<file path="config.mk">
export PLATFORM = sky130hd
export DESIGN_NAME = tick_interval_monitor
export DESIGN_NICKNAME = d
export VERILOG_FILES = /design/src/rtl/tick_interval_monitor.sv
export SDC_FILE = /design/constraint.sdc
export NUM_CORES = 1
export LEC_CHECK = 0
export CAP_MARGIN = 20
export CORE_MARGIN = 4
export CORE_UTILIZATION = 55
export CTS_BUF_LIST = sky130_fd_sc_hd__clkbuf_16
export DETAILED_ROUTE_END_ITERATION = 10
export HOLD_SLACK_MARGIN = 0.02
export PLACE_DENSITY = 0.8
export SLEW_MARGIN = 40
export SYNTH_ARGS = -nofsm -noshare
export SYNTH_HDL_FRONTEND = slang
export SYNTH_SLANG_ARGS = --single-unit
</file>
<file path="constraint.sdc">
create_clock -name clk -period 4.1 [get_ports clk]
set_clock_uncertainty 0.15 [all_clocks]
set_input_delay 0.82 -clock clk [delete_from_list [all_inputs] [get_ports clk]]
set_output_delay 0.82 -clock clk [all_outputs]
set_load 0.05 [all_outputs]
</file>
<file path="src/rtl/tick_interval_monitor.sv">
// Strobe interval checker: measures clk cycles between strobes, judges each
// interval against EXPECTED +/- TOL, declares lock after LOCK_COUNT good
// intervals in a row, and flags bad intervals and missing strobes.
module tick_interval_monitor #(
  parameter int WIDTH      = 16,
  parameter int EXPECTED   = 200,
  parameter int TOL        = 2,
  parameter int LOCK_COUNT = 4
) (
  input  logic             clk,
  input  logic             reset_n,
  input  logic             en,
  input  logic             strobe,
  input  logic             clr,
  output logic [WIDTH-1:0] period,
  output logic             period_valid,
  output logic             locked,
  output logic             bad,
  output logic             miss,
  output logic [7:0]       err_cnt,
  output logic [7:0]       miss_cnt
);

  localparam int GW = $clog2(LOCK_COUNT + 1);
  localparam logic [WIDTH-1:0] LO  = WIDTH'(EXPECTED - TOL);
  localparam logic [WIDTH-1:0] HI  = WIDTH'(EXPECTED + TOL);
  // First count value that can no longer be a good interval: no strobe here
  // means the strobe is missing.
  localparam logic [WIDTH-1:0] TMO = WIDTH'(EXPECTED + TOL + 1);
  localparam logic [GW-1:0]    LC  = GW'(LOCK_COUNT);

  typedef enum logic [1:0] {S_IDLE, S_ARM, S_RUN} state_e;

  state_e           state_q, state_d;
  logic [WIDTH-1:0] cnt_q, cnt_d;
  logic [GW-1:0]    gr_q, gr_d;
  logic [WIDTH-1:0] period_q, period_d;
  logic             pv_q, pv_d;
  logic             locked_q, locked_d;
  logic             bad_q, bad_d;
  logic             miss_q, miss_d;
  logic [7:0]       err_q, err_d;
  logic [7:0]       mcnt_q, mcnt_d;
  logic             err_inc, miss_inc, good;

  assign good = (cnt_q >= LO) && (cnt_q <= HI);

  // Next-state: en=0 overrides everything; a strobe coinciding with the
  // timeout count is judged as a (bad) interval, not as a miss.
  always_comb begin
    state_d  = state_q;
    cnt_d    = cnt_q;
    gr_d     = gr_q;
    period_d = period_q;
    pv_d     = 1'b0;
    locked_d = locked_q;
    bad_d    = 1'b0;
    miss_d   = 1'b0;
    err_inc  = 1'b0;
    miss_inc = 1'b0;
    if (!en) begin
      state_d  = S_IDLE;
      cnt_d    = '0;
      gr_d     = '0;
      locked_d = 1'b0;
    end else begin
      unique case (state_q)
        S_IDLE: state_d = S_ARM;
        S_ARM: begin
          // First strobe only starts timing.
          if (strobe) begin
            state_d = S_RUN;
            cnt_d   = WIDTH'(1);
          end
        end
        S_RUN: begin
          if (strobe) begin
            period_d = cnt_q;
            pv_d     = 1'b1;
            cnt_d    = WIDTH'(1);
            if (good) begin
              if (gr_q != LC) gr_d = gr_q + GW'(1);
              if (gr_d == LC) locked_d = 1'b1;
            end else begin
              bad_d    = 1'b1;
              err_inc  = 1'b1;
              gr_d     = '0;
              locked_d = 1'b0;
            end
          end else if (cnt_q == TMO) begin
            miss_d   = 1'b1;
            miss_inc = 1'b1;
            gr_d     = '0;
            locked_d = 1'b0;
            cnt_d    = '0;
            state_d  = S_ARM;
          end else begin
            cnt_d = cnt_q + WIDTH'(1);
          end
        end
        default: state_d = S_IDLE;
      endcase
    end
  end

  // Saturating error/miss counters; clr beats a same-cycle increment.
  always_comb begin
    err_d  = err_q;
    mcnt_d = mcnt_q;
    if (clr) begin
      err_d  = '0;
      mcnt_d = '0;
    end else begin
      if (err_inc  && err_q  != 8'hFF) err_d  = err_q  + 8'd1;
      if (miss_inc && mcnt_q != 8'hFF) mcnt_d = mcnt_q + 8'd1;
    end
  end

  // State and output registers, cleared asynchronously.
  always_ff @(posedge clk or negedge reset_n) begin
    if (!reset_n) begin
      state_q  <= S_IDLE;
      cnt_q    <= '0;
      gr_q     <= '0;
      period_q <= '0;
      pv_q     <= 1'b0;
      locked_q <= 1'b0;
      bad_q    <= 1'b0;
      miss_q   <= 1'b0;
      err_q    <= '0;
      mcnt_q   <= '0;
    end else begin
      state_q  <= state_d;
      cnt_q    <= cnt_d;
      gr_q     <= gr_d;
      period_q <= period_d;
      pv_q     <= pv_d;
      locked_q <= locked_d;
      bad_q    <= bad_d;
      miss_q   <= miss_d;
      err_q    <= err_d;
      mcnt_q   <= mcnt_d;
    end
  end

  assign period       = period_q;
  assign period_valid = pv_q;
  assign locked       = locked_q;
  assign bad          = bad_q;
  assign miss         = miss_q;
  assign err_cnt      = err_q;
  assign miss_cnt     = mcnt_q;

endmodule

</file>
# Word level (Yosys, flattened, before mapping)
# Cells that the tools add are included.
dict set report totals {
  wordCells 82
  input_bits 5
  out_inout_bits 36
  ramBits 0
  mem_count 0
  register_bits 57
  mem_bits_ro 0
  latch_bits 0
}
dict set report op_classes {
  n_reduce_logical 11
  shifts 0
  eq_ne 14
  n_mul 0
  n_bitwise 0
  order_cmp 2
  n_mux 41
  div_mod_pow 0
  n_addsub 4
}
# op count
set ops {}
lappend ops {{2-to-1 mux 16 bit} 4}
lappend ops {{2-to-1 mux 8 bit} 4}
lappend ops {{one-hot mux 16 bit (2 select lines)} 1}
lappend ops {{2-to-1 mux 3 bit} 10}
lappend ops {{2-to-1 mux 1 bit} 17}
lappend ops {{adder 16 x 1 -> 16 bit, second input constant} 1}
lappend ops {{adder 8 x 1 -> 8 bit, second input constant} 2}
lappend ops {{== test 16 x 8 -> 1 bit, second input constant} 1}
lappend ops {{>= comparator 16 x 8 -> 1 bit, second input constant} 1}
lappend ops {{less-or-equal comparator 16 x 8 -> 1 bit, second input constant} 1}
lappend ops {{!= test 8 bit, second input constant} 2}
lappend ops {{!= test 3 bit, second input constant} 4}
lappend ops {{AND reduction 3 bit} 3}
lappend ops {{2-to-1 mux 2 bit} 4}
lappend ops {{!= test 3 x 1 -> 1 bit, second input constant} 2}
lappend ops {{one-hot mux 2 bit (3 select lines)} 1}
lappend ops {{!= test 4 x 3 -> 1 bit, second input constant} 1}
lappend ops {{AND reduction 2 bit} 2}
lappend ops {{nonzero test 2 bit} 2}
lappend ops {{adder 3 x 1 -> 3 bit, second input constant} 1}
lappend ops {{== test 3 bit, second input constant} 1}
lappend ops {{logical AND 1 bit} 3}
lappend ops {{== test 2 x 1 -> 1 bit, second input constant} 1}
lappend ops {{== test 2 bit, second input constant} 1}
lappend ops {{2 further kinds} 2}

# Logic depth before layout (Yosys ltp)
# Gate-level depths: netlist of the first run.
dict set report logic_depth {
  word_depth 12
  ltp_mapped 8
  mapped_depth_nobuf 8
}

# Worst setup path before layout of the first run
# OpenSTA, ideal clock, no wires.
dict set report synth_path {
  path_type {in2reg}
  startpoint {input port strobe}
  endpoint {register mcnt_q[3], in the netlist miss_cnt[3]}
  slack_ps 1761
  setup_time_ps 72
  n_path_buf 1
  required_time_ps 3878
  stages 6
  arrival_ps 2116
  cell_sequence {nand2b_1 -> or2_1 -> buf_8 -> or4b_4 -> xor2_1 -> nor2_1}
}
dict set report synth_between {
  elab_chain_cells 5
}
# element line_no
set synth_lines {}
lappend synth_lines {{start, declared} 13} ;# input logic strobe,
lappend synth_lines {{2-to-1 mux 1 bit} 77} ;# if (strobe) begin
lappend synth_lines {{2-to-1 mux 1 bit} 67} ;# unique case (state_q)
lappend synth_lines {{2-to-1 mux 1 bit} 61} ;# if (!en) begin
lappend synth_lines {{logical AND 1 bit} 115} ;# if (miss_inc && mcnt_q != 8'hFF) mcnt_d = mcnt_q + 8'd1;
lappend synth_lines {{nonzero test 2 bit (no line)} --}
lappend synth_lines {{end signal, assigned} 142} ;# mcnt_q <= mcnt_d;
lappend synth_lines {{end, declared} 43} ;# logic [7:0] mcnt_q, mcnt_d;
# Every way passes these cells.
# A chain may end at the register's enable or synchronous reset.

# Worst setup path after layout of the first run
dict set report layout_path {
  startpoint {input port strobe}
  endpoint {register err_q[5], in the netlist err_cnt[5]}
}
dict set report layout_between {
  elab_chain_cells 5
}
# element line_no
set layout_lines {}
lappend layout_lines {{2-to-1 mux 1 bit} 77}
lappend layout_lines {{2-to-1 mux 1 bit} 67}
lappend layout_lines {{2-to-1 mux 1 bit} 61}
lappend layout_lines {{logical AND 1 bit} 114} ;# if (err_inc && err_q != 8'hFF) err_d = err_q + 8'd1;
lappend layout_lines {{nonzero test 2 bit (no line)} --}
lappend layout_lines {{end signal, assigned} 141} ;# err_q <= err_d;
lappend layout_lines {{end, declared} 42} ;# logic [7:0] err_q, err_d;
# Every way passes these cells.

==> metrics.md, run 1 <==
| Metric | Value |
|---|---|
| Status | completed |
| Leak | 1.62 nW |
| Synthesized flop and latch total | 57 |
| Design area | 3680 sq um |
| Drt wl/cell | 16.0 um |
| Dominant cells by area after synthesis | dfrtp_1 (48%), nand2_1 (8.6%), a21oi_1 (3.3%) |
| DRT antenna net count | 0 |
| Crit. End Element | flop |
| Seq/Total Area, Yosys | 47.6% |
| CP max stage delay | 0.60 ns |
| Final count of hold timing violations | 0 |
| Async S/R FF share, synth | 100% |
| Max clock buf depth | 2 |
| Post-CTS sizing | 0 |
| Hold-fix buffers, CTS | 0 |
| Highest clock rate | 333 MHz |
| I/O Pins | 41 |
| Final setup violation count | 0 |
| Share of the synthesized area in the top cell type | 47.6% |
| Worst setup path class | in -> reg |
| Reg2Reg Setup Slack | 1.68 ns |
| Peak supply drop | 0.289 mV |
| Cell Rows | 26 |
| Largest net degree at the start of global routing | 32 |
| Share of cells above drive strength 1 | 8.11% |
| Initial core utilization | 57.6% |
| GRT Total Usage | 23.6% |
| Via count | 2680 |
| Die height | 81.8 um |
| CP max stage cell | clkdlybuf4s50_1 |
| Placeable core area | 5200 sq um |
| Final Net Count | 376 |
| First-pass GRT wire length | 11900 um |
| Req. time, crit path | 4.19 ns |
| Worst-path clk slew | 0.05 ns |
| # diodes | 0 |
| Syn-to-layout area delta | 22.8% |
| Clk sinks | 57 |
| Power Dens Cells | 355 nW/um^2 |
| Root Driver | clkbuf_16 |
| Syn Std Cell Area | 3000 sq um |
| Period utilization | 73.2% |
| Placed Instances | 424 |
| Final core utilization | 70.7% |
| H-tree Lvls | 3 |
| Port Buf Inserts | 40 |
| Worst skew pair latency | 0.33 ns |
| Synth cell types | 61 |
| Synthesis Warnings | 0 |
| Placer Congestion | 0.929 |
| Post-CTS Setup Bufs | 0 |
| Initial antenna violation count | 0 |
| Critical path origin | strobe |
| Pre-antenna DRT Iters | 5 |
| DIE AREA | 6700 sq um |
| Worst path cell trace | clkdlybuf4s50_1 -> nand4b_4 -> inv_2 -> nand4_1 -> a31o_1 -> or4_1 -> a21oi_1 |
| Critical-path maximum fanout | 19 |
| Total grt overflow | 0 |
| Routed wire length | 7050 um |
| Cts bufs inserted | 9 |
| Vias in the first global route | 2537 |
| TNS Setup | 0 ns |
| Max-cap violations | 0 |
| DRC violations left | 0 |
| Synth area leader | dfrtp_1 |
| Worst R2R Path Depth | 6 |
| Slew headroom | 55.2% |
| CTS tree | yes |
| Worst hold path type | reg -> reg |
| Post-synth EDFFs | 0 |
| R2R Path Start | cnt_q[1] |
| Worst-Margin Slew | 0.672 ns |
| Chip width | 81.8 um |
| Worst setup endpoint | err_cnt[5] |
| DP HPWL | 4760 um |
| DRT iter0 DRCs | 257 |
| Startpoint Class | input pin |
| Synthesized area per cell | 9.28 sq um |
| Vias/cell | 6.09 |
| Final min period | 3.00 ns |
| Placed cell areas | 3430 sq um |
| Gate Count Post-Synth | 323 |
| Top_reg_cell synth | dfrtp_1 |
| Syn_nets | 334 |
| Finished Layout Cells | 440 |
| Reg-to-reg critical path endpoint | cnt_q[12] |
| RSZ-0062 raised after global routing | false |
| WP data arrival | 3.09 ns |
| Fin. max-slew vios | 0 |
Yosys cell counts (2+ instances only):
cell      number
o31ai_1        3
and2_1         2
nor3_1         4
nor4_1         5
o21ai_0       15
a311oi_1       2
nor2_1        20
a21oi_1       20
and4_1         2
buf_2          3
and3_1         5
or3_1          7
dfrtp_1       57
nor2b_1        3
o21a_1         2
nand4_1        5
nor4_4         2
mux2i_1        3
inv_1         10
ha_1           6
nand2b_1       4
xor2_1         5
nand2_1       69
a31oi_1       14
or4_1          2
nand3_1       18
power breakdown:
part / switching, mW / internal [mW] / leakage (nW)
Sequential: 0.0115 / 0.573 / 0.792
Combinational: 0.0620 / 0.0259 / 0.695
Clock: 0.239 / 0.395 / 0.136
Total: 0.313 / 0.994 / 1.62
state kept, by name (all words and copies together) (netlist names):
register	flops
bad	1
cnt_q	16
err_cnt	8
gr_q	3
locked	1
miss	1
miss_cnt	8
period	16
period_valid	1
state_q	2
placed cells by master (no fill, tap or decap), types with 4 or more instances in the layout:
master	synthesis	routed
nor2_1	20	20
clkdlybuf4s50_1	0	39
a31oi_1	14	14
clkbuf_16	0	9
xor2_1	5	5
nor3_1	4	4
or3_1	7	7
ha_1	6	6
dfrtp_1	57	57
o21ai_0	15	15
and3_1	5	5
nand4_1	5	5
nand2b_1	4	4
nand3_1	18	18
a21oi_1	20	20
nor4_1	5	4
nand2_1	69	69
inv_1	10	12
routing by layer:
metal	wire length, um	vias up	part of all wire (%)	global-route usage (%)
met5	0	-	0	0
met1	2990	1265	42	30.8
met4	200	0	2.8	12.8
met2	3360	134	48	36.2
li1	-	1262	-	-
met3	502	19	7.1	5.48
metrics by stage:
stage / hold WS, ns / power [mW] / worst slack, ns
2_1_floorplan: 0.339 / 0.644 / 1.76
3_3_place_gp: 0.310 / 0.679 / 0.870
3_5_place_dp: 0.312 / 0.682 / 0.802
4_1_cts: 0.324 / 1.32 / 1.12
5_1_grt: 0.343 / 1.36 / 0.903
6_report: 0.319 / 1.31 / 1.10
cells by family after synthesis:
family                   synth area share (%)
AO/OA/AOI/OAI                            14.7
XOR/XNOR                                 1.46
adder cells (fa/ha/maj)                  2.50
buffers and inverters                    3.67
flip-flops                               47.6
multiplexers                             1.00
AND/OR/NAND/NOR                          29.0
how the worst min path moves through the flow:
stage	depth (start not counted)	to	start
after floorplan	2	period[15]	cnt_q[15]
after global placement	2	period[10]	period[10]
after detailed placement	2	period[10]	period[10]
after CTS	2	period[10]	period[10]
after global routing	2	period[11]	period[11]
final	2	period[10]	period[10]
cell type report:
type | count | area [sq um]
Fill cell | 396 | 1520
Multi-Input combinational cell | 245 | 1470
Sequential cell | 57 | 1430
Timing Repair Buffer | 41 | 403
Clock buffer | 9 | 225
Tap cell | 70 | 87.6
Inverter | 11 | 41.3
Clock inverter | 7 | 30.0
critical path: cells and delay by family:
| family | cells | cell delay [ns] |
|---|---|---|
| compound gates | 2 | 0.41 |
| simple gates | 3 | 0.91 |
| buf+inv | 2 | 0.95 |
Power figures use the tool's default switching activity.
==> inputs of run 2 (changes only) <==
Clock period 4.1 ns to 3.1 ns, I/O delays scaled along.
==> metrics.md, run 2 (synthesis gave the netlist of run 1 again) <==
| Metric | Value |
|---|---|
| GRT Total Usage | 23.1% (-0.49 points) |
| Chip width | 81.8 um (unchanged) |
| Delay-heaviest family, CP | simple AND/OR/NAND/NOR gates |
| First-pass GRT wire length | 12000 um (+0.70%) |
| Vias/cell | 5.96 (-2.2%) |
| Most frequent cells in the layout | nand2_1 (69), dfrtp_1 (57), clkdlybuf4s50_1 (39), nor2_1 (20), a21oi_1 (20) |
| Initial antenna violation count | 0 (unchanged) |
| Final count of hold timing violations | 0 (unchanged) |
| Max clock buf depth | 2 (unchanged) |
| Via count | 2651 (-1.1%) |
| Leak | 1.64 nW (+1.2%) |
| TNS Setup | 0 ns (unchanged) |
| WP data arrival | 2.68 ns (-0.41 ns) |
| Worst path depth | 6 (-1) |
| Die height | 81.8 um (unchanged) |
| Placer Congestion | 0.905 (-2.6%) |
| Commonest non-fill, non-tap cell in the layout | nand2_1 |
| DRT iter0 DRCs | 256 (-0.39%) |
| Worst setup path class | in -> reg |
| # fillers | 411 (+3.8%) |
| H-tree Lvls | 3 (unchanged) |
| CP max stage delay | 0.52 ns (-0.08 ns) |
| Fin. max-slew vios | 0 (unchanged) |
| # diodes | 0 (unchanged) |
| Largest net degree at the start of global routing | 31 (-3.1%) |
| Worst R2R Path Depth | 7 (+1) |
| Buffers & Inverters on Critical Path | 1 (-1) |
| Peak supply drop | 0.296 mV (+2.5%) |
| Worst path cell trace | clkdlybuf4s50_1 -> nand2b_1 -> or2_1 -> nor4_2 -> a31oi_1 -> a311oi_1 |
| Worst hold path type | in -> async |
| Worst skew pair latency | 0.32 ns (about the same) |
| Power Dens Cells | 466 nW/um^2 (+31%) |
| Critical-path maximum fanout | 10 (-9) |
| Placeable core area | 5200 sq um (unchanged) |
| Cell Rows | 26 (unchanged) |
| DRT antenna net count | 0 (unchanged) |
| Root Driver | clkbuf_16 |
| Req. time, crit path | 3.16 ns (-1.03 ns) |
| Port Buf Inserts | 40 (unchanged) |
| Post-CTS Setup Bufs | 0 (unchanged) |
| Final setup violation count | 0 (unchanged) |
| RSZ-0062 raised after global routing | false |
| I/O Pins | 41 (unchanged) |
| DP HPWL | 4750 um (-0.21%) |
| Period utilization | 84.4% |
| Cts bufs inserted | 9 (unchanged) |
| Worst-path clk slew | 0.05 ns (about the same) |
| Routed wire length | 6850 um (-2.9%) |
| DRC violations left | 0 (unchanged) |
| Slew headroom | 47.8% (-7.4 points) |
| Startpoint Class | input pin |
| Worst-Margin Slew | 0.783 ns (+0.111 ns) |
| Total grt overflow | 0 (unchanged) |
| Finished Layout Cells | 445 (+1.1%) |
| CP max stage cell | clkdlybuf4s50_1 |
| Final min period | 2.62 ns |
| DIE AREA | 6700 sq um (unchanged) |
| Vias in the first global route | 2549 (+0.47%) |
| Post-CTS sizing | 0 (unchanged) |
| Share of cells above drive strength 1 | 8.80% (+0.69 points) |
| Final Net Count | 381 (+1.3%) |
| Crit. End Element | flop |
| Highest clock rate | 382 MHz |
| Syn-to-layout area delta | 23.8% |
| Status | completed |
| Max-cap violations | 0 (unchanged) |
| Placed Instances | 429 (+1.2%) |
| Pre-antenna DRT Iters | 5 (unchanged) |
| Drt wl/cell | 15.4 um (-4.0%) |
| CTS tree | yes |
| Initial core utilization | 57.6% (unchanged) |
| Clk sinks | 57 (unchanged) |
| Hold-fix buffers, CTS | 0 (unchanged) |
## run 2: cell types whose count changed in the layout (fill, tap and decap cells not counted)
cell	previous run	this run
nor4_1	4	5
clkinv_2	3	2
nor4_2	2	1
buf_4	1	6
clkinv_1	2	4
inv_1	12	11
## run 2: layout make-up
cell class                      instances  area (sq um)  share of cell area (%)
Multi-Input combinational cell        245          1460                    39.4
Inverter                               11          41.3                    1.11
Clock inverter                          7          28.8                   0.775
Clock buffer                            9           225                    6.07
Sequential cell                        57          1430                    38.4
Tap cell                               70          87.6                    2.36
Timing Repair Buffer                   46           440                    11.9
## run 2: power by group
group / switching (mW) / internal (mW) / leakage, nW / total [mW]
Combinational: 0.0821 / 0.0363 / 0.721 / 0.118
Sequential: 0.0150 / 0.758 / 0.792 / 0.773
Clock: 0.315 / 0.521 / 0.130 / 0.836
Total: 0.412 / 1.32 / 1.64 / 1.73
## run 2: final timing paths
path,start,endpoint,slack (ns)
setup / recovery,strobe,miss_cnt[7],0.48
hold / removal,reset_n,period_valid,0.16
setup reg to reg,cnt_q[0],err_cnt[6],0.73
hold reg to reg,period[3],period[3],0.32
max in group asynchronous,reset_n,period[0],2.34
min in group clk,period[3],period[3],0.32
## run 2: per-layer routing
metal / up-vias / routed length (um) / track usage (%)
met3: 15 / 436 / 3.84
met4: 0 / 130 / 10.5
li1: 1265 / - / -
met2: 113 / 3330 / 36.9
met5: - / 0 / 0
met1: 1258 / 2950 / 30.8
## run 2: through the flow
stage / setup slack [ns] / utilization [%] / hold WS, ns / power (mW) / cell area [sq um]
floorplan: 0.961 / - / 0.174 / 0.851 / 3000
global placement: 0.323 / 66.4 / 0.309 / 0.902 / 3460
finish: 0.485 / 71.3 / 0.156 / 1.73 / 3710
detailed placement: 0.188 / 66.4 / 0.312 / 0.904 / 3460
global route: 0.225 / 71.3 / 0.209 / 1.79 / 3710
CTS: 0.492 / 71.3 / 0.174 / 1.74 / 3710
==> inputs of run 3 (changes only) <==
Clock period 3.1 ns to 2.45 ns, I/O delays scaled along.
==> metrics.md, run 3 (synthesis gave the netlist of run 1 again) <==
| Metric | Value |
|---|---|
| TNS Setup | 0 ns (unchanged) |
| # fillers | 385 (-6.3%) |
| Slew headroom | 58.7% (+11 points) |
| Final Total Pwr | 2.55 mW (+48%) |
| Post-Place Setup Slack | -0.0472 ns (-0.235 ns) |
| CTS tree | yes |
| GRT Total Usage | 24.7% (+1.6 points) |
| Worst-path clk slew | 0.05 ns (about the same) |
| CP max stage cell | clkdlybuf4s50_1 |
| Worst setup path class | reg -> out |
| Placer Congestion | 0.915 (+1.1%) |
| Fin. max-slew vios | 0 (unchanged) |
| Total grt overflow | 0 (unchanged) |
| Delay-heaviest family, CP | buffers and inverters |
| Placeable core area | 5200 sq um (unchanged) |
| Footprint of the multi-input gates | 1460 sq um (unchanged) |
| Via count | 2706 (+2.1%) |
| First-pass GRT wire length | 12500 um (+4.6%) |
| Final count of hold timing violations | 0 (unchanged) |
| Final setup margin | 0.177 ns (-0.308 ns) |
| Cts bufs inserted | 9 (unchanged) |
| Startpoint Class | flop |
| Worst hold slack | 0.318 ns (+0.161 ns) |
| Most frequent cells in the layout | nand2_1 (69), dfrtp_1 (57), clkdlybuf4s50_1 (39), nor2_1 (20), a21oi_1 (20) |
| Drt wl/cell | 15.8 um (+2.6%) |
| Largest net degree at the start of global routing | 21 (-32%) |
| CP max stage delay | 0.85 ns (+0.33 ns) |
| Worst-Margin Slew | 0.618 ns (-0.165 ns) |
| Critical-path maximum fanout | 7 (-3) |
| Chip width | 81.8 um (unchanged) |
| Routed wire length | 7230 um (+5.6%) |
| Vias in the first global route | 2624 (+2.9%) |
| Final setup violation count | 0 (unchanged) |
| Post-CTS sizing | 0 (unchanged) |
| Period utilization | 92.8% |
| Initial antenna violation count | 0 (unchanged) |
| Syn-to-layout area delta | 30.2% |
| Final Net Count | 394 (+3.4%) |
| Power Dens Cells | 654 nW/um^2 (+40%) |
| Max-cap violations | 0 (unchanged) |
| Share of cells above drive strength 1 | 12.6% (+3.8 points) |
| Worst skew pair latency | 0.33 ns (about the same) |
| Final min period | 2.27 ns |
| Clk sinks | 57 (unchanged) |
| Commonest non-fill, non-tap cell in the layout | nand2_1 |
| Max clock buf depth | 2 (unchanged) |
| Cell Rows | 26 (unchanged) |
| Register area | 1430 sq um (unchanged) |
| Finished Layout Cells | 458 (+2.9%) |
| Initial core utilization | 57.6% (unchanged) |
| Req. time, crit path | 1.81 ns (-1.35 ns) |
| DIE AREA | 6700 sq um (unchanged) |
| Leak | 1.74 nW (+6.1%) |
| Highest clock rate | 440 MHz |
| Pre-antenna DRT Iters | 5 (unchanged) |
| Status | completed |
| Final core utilization | 75.0% (+3.7 points) |
| RSZ-0062 raised after global routing | false |
| DRT antenna net count | 0 (unchanged) |
| Placed cell areas | 3550 sq um (+2.8%) |
| # diodes | 0 (unchanged) |
| DP HPWL | 4890 um (+2.9%) |
| Die height | 81.8 um (unchanged) |
| I/O Pins | 41 (unchanged) |
| Crit. End Element | primary output |
| Worst hold path type | reg -> reg |
| Vias/cell | 5.91 (-0.82%) |
| Worst path cell trace | clkdlybuf4s50_1 |
| DRC violations left | 0 (unchanged) |
| Design area | 3900 sq um (+5.2%) |
| Port Buf Inserts | 40 (unchanged) |
| Placed Instances | 440 (+2.6%) |
| H-tree Lvls | 3 (unchanged) |
| Peak supply drop | 0.463 mV (+56%) |
| WP data arrival | 1.63 ns (-1.05 ns) |
| Root Driver | clkbuf_16 |
| Buffers & Inverters on Critical Path | 1 (unchanged) |
| DRT iter0 DRCs | 228 (-11%) |
==> run 3: changes by cell type in the layout (fill, tap and decap cells not counted), sizes merged <==
cell / delta
bufinv: +3
inv: -1
buf: +12
clkinv: -2
dlygate4sd3: +1
==> run 3: worst min-delay path, stage by stage, from the launching register on <==
cell and delay [ns]:
dfrtp_1 0.34, nand2_1 0.05, nand2_1 0.05
==> run 3: final timing paths <==
path,to,cells after the start,slack [ns],start
max in group asynchronous,err_cnt[1],3,1.05,reset_n
max reg2reg,err_cnt[6],6,0.21,cnt_q[1]
min in group asynchronous,gr_q[1],2,0.48,reset_n
min,period[5],2,0.32,period[5]
max,miss_cnt[7],1,0.18,miss_cnt[7]
min reg2reg,period[5],2,0.32,period[5]
==> run 3: timing repair <==
item	4_1_cts	5_1_grt
buffers inserted	0	1
endpoints found under the setup margin	0	1
hold buffers	1	0
endpoints found under the hold margin	17	0
==> run 3: per-layer routing <==
metal | GRT usage, % | up-vias | part of all wire (%)
met4 | 11.8 | 0 | 2.0
met3 | 4.93 | 16 | 6.4
met5 | 0 | - | 0
li1 | - | 1300 | -
met2 | 38.3 | 115 | 49
met1 | 33.2 | 1275 | 43
==> run 3: cell type report <==
cell class	instances	share of cell area [%]
Clock buffer	9	5.77
Timing Repair Buffer	59	14.2
Clock inverter	7	2.79
Sequential cell	57	36.5
Tap cell	70	2.24
Multi-Input combinational cell	245	37.4
Inverter	11	1.06
==> run 3: power breakdown <==
| part | internal [mW] | total [mW] | switching, mW |
|---|---|---|---|
| Combinational | 0.0563 | 0.166 | 0.110 |
| Sequential | 0.959 | 0.975 | 0.0160 |
| Clock | 0.982 | 1.41 | 0.428 |
| Total | 2.00 | 2.55 | 0.554 |
